--- src/rtl/pipe_stage_skid.sv ---
// Elastic pipeline-stage register with a valid/ready handshake, a 2-entry skid buffer,
// a registered in_ready, synchronous flush, bubble-safe control zeroing and a stall counter.
module pipe_stage_skid #(
  parameter int DATA_W = 96,
  parameter int CTRL_W = 6,
  parameter int CNT_W  = 16
) (
  input  logic              clk,
  input  logic              rst,
  input  logic              flush,
  input  logic              in_valid,
  output logic              in_ready,
  input  logic [DATA_W-1:0] in_data,
  input  logic [CTRL_W-1:0] in_ctrl,
  output logic              out_valid,
  input  logic              out_ready,
  output logic [DATA_W-1:0] out_data,
  output logic [CTRL_W-1:0] out_ctrl,
  output logic [1:0]        occupancy,
  output logic [CNT_W-1:0]  stall_cnt
);

  typedef enum logic [1:0] {
    EMPTY = 2'd0,
    ONE   = 2'd1,
    TWO   = 2'd2
  } state_e;

  localparam logic [CNT_W-1:0]  CNT_MAX   = {CNT_W{1'b1}};
  localparam logic [CNT_W-1:0]  CNT_ONE   = {{(CNT_W-1){1'b0}}, 1'b1};
  localparam logic [CTRL_W-1:0] CTRL_ZERO = {CTRL_W{1'b0}};
  localparam logic [DATA_W-1:0] DATA_ZERO = {DATA_W{1'b0}};

  state_e            state_q, state_d;
  logic              in_ready_q, in_ready_d;
  logic              out_valid_q, out_valid_d;
  logic [DATA_W-1:0] main_data_q, main_data_d;
  logic [CTRL_W-1:0] main_ctrl_q, main_ctrl_d, main_ctrl_s;
  logic [DATA_W-1:0] skid_data_q, skid_data_d;
  logic [CTRL_W-1:0] skid_ctrl_q, skid_ctrl_d;
  logic [CNT_W-1:0]  stall_cnt_q, stall_cnt_d;
  logic              accept_s;
  logic              fire_s;

  assign accept_s = in_valid & in_ready_q & ~flush;
  assign fire_s   = out_valid_q & out_ready;

  always_ff @(posedge clk or posedge rst) begin
    if (rst) begin
      state_q <= EMPTY;
    end else begin
      state_q <= state_d;
    end
  end

  always_comb begin
    state_d = state_q;
    if (flush) begin
      state_d = EMPTY;
    end else begin
      case (state_q)
        EMPTY: begin
          if (accept_s) state_d = ONE;
          else          state_d = EMPTY;
        end
        ONE: begin
          if (accept_s & ~fire_s)      state_d = TWO;
          else if (~accept_s & fire_s) state_d = EMPTY;
          else                         state_d = ONE;
        end
        TWO: begin
          if (fire_s) state_d = ONE;
          else        state_d = TWO;
        end
        default: state_d = EMPTY;
      endcase
    end
  end

  // Datapath moves are frozen during flush so out_data keeps the last presented payload.
  always_comb begin
    main_data_d = main_data_q;
    main_ctrl_s = main_ctrl_q;
    skid_data_d = skid_data_q;
    skid_ctrl_d = skid_ctrl_q;
    if (!flush) begin
      case (state_q)
        EMPTY: begin
          if (accept_s) begin
            main_data_d = in_data;
            main_ctrl_s = in_ctrl;
          end else begin
            main_data_d = main_data_q;
          end
        end
        ONE: begin
          if (accept_s & fire_s) begin
            main_data_d = in_data;
            main_ctrl_s = in_ctrl;
          end else if (accept_s) begin
            skid_data_d = in_data;
            skid_ctrl_d = in_ctrl;
          end else begin
            main_data_d = main_data_q;
          end
        end
        TWO: begin
          if (fire_s) begin
            main_data_d = skid_data_q;
            main_ctrl_s = skid_ctrl_q;
          end else begin
            main_data_d = main_data_q;
          end
        end
        default: main_data_d = main_data_q;
      endcase
    end else begin
      main_data_d = main_data_q;
    end
    main_ctrl_d = (state_d != EMPTY) ? main_ctrl_s : CTRL_ZERO;
    in_ready_d  = (state_d != TWO);
    out_valid_d = (state_d != EMPTY);
    if (out_valid_q & ~out_ready & (stall_cnt_q != CNT_MAX)) begin
      stall_cnt_d = stall_cnt_q + CNT_ONE;
    end else begin
      stall_cnt_d = stall_cnt_q;
    end
  end

  always_ff @(posedge clk or posedge rst) begin
    if (rst) begin
      in_ready_q  <= 1'b1;
      out_valid_q <= 1'b0;
      main_data_q <= DATA_ZERO;
      main_ctrl_q <= CTRL_ZERO;
      skid_data_q <= DATA_ZERO;
      skid_ctrl_q <= CTRL_ZERO;
      stall_cnt_q <= {CNT_W{1'b0}};
    end else begin
      in_ready_q  <= in_ready_d;
      out_valid_q <= out_valid_d;
      main_data_q <= main_data_d;
      main_ctrl_q <= main_ctrl_d;
      skid_data_q <= skid_data_d;
      skid_ctrl_q <= skid_ctrl_d;
      stall_cnt_q <= stall_cnt_d;
    end
  end

  assign in_ready  = in_ready_q;
  assign out_valid = out_valid_q;
  assign out_data  = main_data_q;
  assign out_ctrl  = main_ctrl_q;
  assign occupancy = state_q;
  assign stall_cnt = stall_cnt_q;

endmodule
--- config.mk ---
export PLATFORM = sky130hd
export DESIGN_NAME = pipe_stage_skid
export DESIGN_NICKNAME = d
export VERILOG_FILES = /design/src/rtl/pipe_stage_skid.sv
export SDC_FILE = /design/constraint.sdc
export NUM_CORES = 1
export LEC_CHECK = 0
export BUFFER_PORTS_ARGS = -buffer_cell sky130_fd_sc_hd__buf_2
export CELL_PAD_IN_SITES_DETAIL_PLACEMENT = 1
export CELL_PAD_IN_SITES_GLOBAL_PLACEMENT = 2
export CORE_UTILIZATION = 35
export CTS_BUF_LIST = sky130_fd_sc_hd__clkbuf_16
export DETAILED_ROUTE_END_ITERATION = 10
export HOLD_SLACK_MARGIN = 0.06
export PLACE_DENSITY_LB_ADDON = 0.1
export SLEW_MARGIN = 10
export SYNTH_ARGS = -nofsm -noshare
export SYNTH_HDL_FRONTEND = slang
export SYNTH_SLANG_ARGS = --single-unit
--- constraint.sdc ---
create_clock -name clk -period 19.5 [get_ports clk]
set_input_delay 0.975 -clock clk [delete_from_list [all_inputs] [get_ports clk]]
set_output_delay 0.975 -clock clk [all_outputs]
set_load 0.1 [all_outputs]
==> results_dict.tcl <==
set metrics [dict create \
    status "complete, no violations" \
    gp_congestion 0.782 \
    drt_pass1_iterations 4 \
    power_frac_clock_pct 23.6 \
    crit_type "primary input to flop" \
    fp.coreArea_sq_um 27900 \
    switchingPower_w 0.000793 \
    vias_per_cell 4.89 \
    worstHoldEndpoint "stall_cnt[14]$_DFFE_PP0P_" \
    cpPeakStageDelay_ns 0.79 \
    synth_area_per_cell_sq_um 15.2 \
    fmax_mhz 304 \
    cts_setup_buffers 0 \
    power_density_nw_per_um2 148 \
    clock-sinks 224 \
    fin_skew_ns 0.0120 \
    peakVddDrop_v 0.000112 \
    worst_slack_ns 16.21 \
    port_buffers 228 \
    wl_mm 24.1 \
    io_pins 229 \
    yosysWarningCount 0 \
    seq_power_share_pct 37.0 \
    drt_first_iter_violations 176 \
    crit_slowest_cell "buf_4" \
    grt_pass1_wl_mm 38.8 \
    final_nets 991 \
    overflow 0 \
    start_util_pct 35.9 \
    via_count 6242 \
    endpoint_kind "flop" \
    final-setup-viol-count 0 \
    cts_tree "done" \
    netlist_area_sq_um 10000 \
    cell_internal_pwr_w 0.00102 \
    clockRootBuffer "clkbuf_16" \
    final_core_util_pct 43.7 \
    die_area_sq_um 29300 \
    reg2reg_setup_slack_ns 16.31 \
    drv_slew 0 \
    tightestPinTransition_ns 1.02 \
    cp_top_family "buffers and inverters" \
    antenna_found_initial 4 \
    dp_slack_ns 15.65 \
    synth_nets 767 \
    hp-start "stall_cnt[14]$_DFFE_PP0P_" \
    finalCritPeriodShare_pct 16.8 \
    cts_resized 0 \
    die_w_microns 171 \
    clk_latency_ns 0.52 \
    grt_pass1_vias 6913 \
    h-tree-depth 1 \
    synth_seq_cells 224 \
    dp.cells 1232 \
    fill_cells 2945 \
    reg2reg_from "in_ready$_DFF_PP1_" \
    cts_made_buffers 26 \
    ant_nets 0 \
    min_path_type "flop to flop" \
    fin_cells 1277 \
    layout-drive-gt1-share_pct 63.5 \
    relSlewSlack_pct 31.8 \
    switching_share_pct 43.8 \
    finalSetupTns_ns 0 \
    postSynthCellCount 658 \
    required_ns 19.89 \
    leakage_nw 5.78 \
    synth_seq_area_share_pct 56.0 \
    cap_violations 0 \
    path_max_fanout 56 \
    start_kind "primary input" \
    die_y_microns 171 \
    reg2reg_depth 7 \
    clk_pin_slew_ns 0.05 \
    grt_use_total_pct 16.8 \
    fin_crit_ns 3.29 \
    cts_buffer_depth 3 \
    post_drt_wl_per_cell_microns 18.9 \
    rsz0062_at_grt "false" \
    hold_buffers 0 \
    hpwl_mm 16.2 \
    worstPathArrival_ns 3.68 \
    worstPathCellList "buf_2 -> and2_1 -> ha_1 -> nand3b_1 -> a21oi_4 -> buf_4 -> mux2_2" \
    reg2reg_to "out_data[59]$_DFFE_PP0P_" \
    grt_max_degree 147 \
    synthDistinctLibCells 39 \
    hold_viol_final 0 \
    path_buf_inv 2 \
    syn_to_final_growth_pct 21.9 \
    drc 0 \
    min_path_cells 1 \
    row_count 61 \
    p_comb_share_pct 39.4 \
]
-- how the worst max path moves through the flow --
stage	end	start	depth (start not counted)
2_1_floorplan	occupancy[0]$_DFF_PP0_	rst	1
6_report	out_data[59]$_DFFE_PP0P_	out_ready	7
5_1_grt	out_data[59]$_DFFE_PP0P_	out_ready	7
3_5_place_dp	out_data[59]$_DFFE_PP0P_	out_ready	7
3_3_place_gp	out_data[52]$_DFFE_PP0P_	out_ready	7
4_1_cts	out_data[59]$_DFFE_PP0P_	out_ready	7
-- cells in the final DEF (no fill, tap or decap), types with 2 or more instances in the layout --
cell and instances:
or3_1 3, nor2_1 5, mux2_2 257, a21oi_1 8, xnor2_1 9, nand2b_1 2
nand2b_4 2, and3_1 6, mux2_4 40, buf_4 5, nand2_1 10, xor2_1 3
or2_2 2, dfrtp_1 223, clkinv_1 5, nand4_1 4, nor4_1 2, buf_2 228
mux2i_1 6, ha_1 2, diode_2 2, nor3_1 2, nor2b_1 3, a311oi_1 6
clkbuf_16 27, nand3_1 8, clkinv_2 4, and2_1 2, and4_1 4, inv_1 8
-- flip-flops by register name, summed over array words and instances (netlist names) --
| register | flops |
|---|---|
| out_data | 96 |
| in_ready | 1 |
| occupancy | 2 |
| skid_ctrl_q | 6 |
| skid_data_q | 96 |
| out_valid | 1 |
| stall_cnt | 16 |
| out_ctrl | 6 |
-- power by group through the flow --
| stage | sequential, W | clock, W | combinational [W] |
|---|---|---|---|
| 2_1_floorplan | 0.00109 | 0 | 0.000170 |
| 3_3_place_gp | 0.000667 | 0 | 0.000708 |
| 3_5_place_dp | 0.000678 | 0 | 0.000720 |
| 4_1_cts | 0.000672 | 0.000446 | 0.000721 |
| 5_1_grt | 0.000690 | 0.000465 | 0.000744 |
| 6_report | 0.000671 | 0.000427 | 0.000713 |
-- synth_stat cells --
| cell | n | share of area, % |
|---|---|---|
| a211o_1 | 1 | 0.087 |
| a21oi_1 | 8 | 0.40 |
| a21oi_2 | 1 | 0.087 |
| a311oi_1 | 6 | 0.52 |
| a31oi_1 | 1 | 0.062 |
| and2_1 | 2 | 0.12 |
| and3_1 | 6 | 0.37 |
| and4_1 | 4 | 0.35 |
| buf_1 | 3 | 0.11 |
| buf_2 | 22 | 1.1 |
| buf_4 | 2 | 0.15 |
| buf_6 | 2 | 0.22 |
| buf_8 | 4 | 0.60 |
| clkbuf_1 | 4 | 0.15 |
| dfrtp_1 | 223 | 56 |
| dfstp_2 | 1 | 0.26 |
| ha_1 | 2 | 0.25 |
| inv_1 | 2 | 0.075 |
| mux2_2 | 257 | 29 |
| mux2_4 | 40 | 6.0 |
| mux2i_1 | 6 | 0.60 |
| nand2_1 | 10 | 0.37 |
| nand2b_1 | 4 | 0.25 |
| nand3_1 | 8 | 0.40 |
| nand3b_1 | 1 | 0.075 |
| nand4_1 | 4 | 0.25 |
| nor2_1 | 5 | 0.19 |
| nor2b_1 | 3 | 0.19 |
| nor3_1 | 2 | 0.10 |
| nor3_2 | 1 | 0.10 |
| nor3b_1 | 1 | 0.075 |
| nor4_1 | 2 | 0.12 |
| nor4bb_4 | 1 | 0.25 |
| o21bai_1 | 1 | 0.075 |
| o311ai_1 | 1 | 0.087 |
| or2_2 | 2 | 0.12 |
| or3_1 | 3 | 0.19 |
| xnor2_1 | 9 | 0.79 |
| xor2_1 | 3 | 0.26 |
-- metrics by stage --
step	hold WS, ns	instance area [sq um]	total power (W)
floorplan	0.475	10000	0.00126
global placement	0.482	11500	0.00137
detailed placement	0.489	11500	0.00140
CTS	0.496	12200	0.00184
global route	0.518	12200	0.00190
finish	0.489	12200	0.00181
-- logic make-up after synthesis --
logic type	after synthesis	share of synthesized area, %
compound gates	19	1.32
xor+xnor	12	1.05
fa+ha+maj	2	0.250
buf+inv	39	2.41
flops	224	56.0
mux	303	35.5
simple gates	59	3.53
-- metal layers --
| layer | vias up | part of all wire (%) | global-route usage, % | routed length (microns) |
|---|---|---|---|---|
| li1 | 2829 | - | - | - |
| met1 | 3214 | 42 | 21.1 | 10000 |
| met2 | 160 | 50 | 28.7 | 12000 |
| met3 | 33 | 6.7 | 4.53 | 1620 |
| met4 | 6 | 1.7 | 3.96 | 409 |
| met5 | - | 0.17 | 0 | 41 |
-- final cells by class --
cell class | instances | area (sq um) | share of cell area, %
Antenna cell | 2 | 5.00 | 0.0410
Clock buffer | 27 | 676 | 5.53
Clock inverter | 16 | 65.1 | 0.533
Inverter | 2 | 15.0 | 0.123
Multi-Input combinational cell | 395 | 4190 | 34.3
Sequential cell | 224 | 5610 | 45.9
Tap cell | 378 | 473 | 3.87
Timing Repair Buffer | 233 | 1180 | 9.65
(Power assumes the default switching activity.)
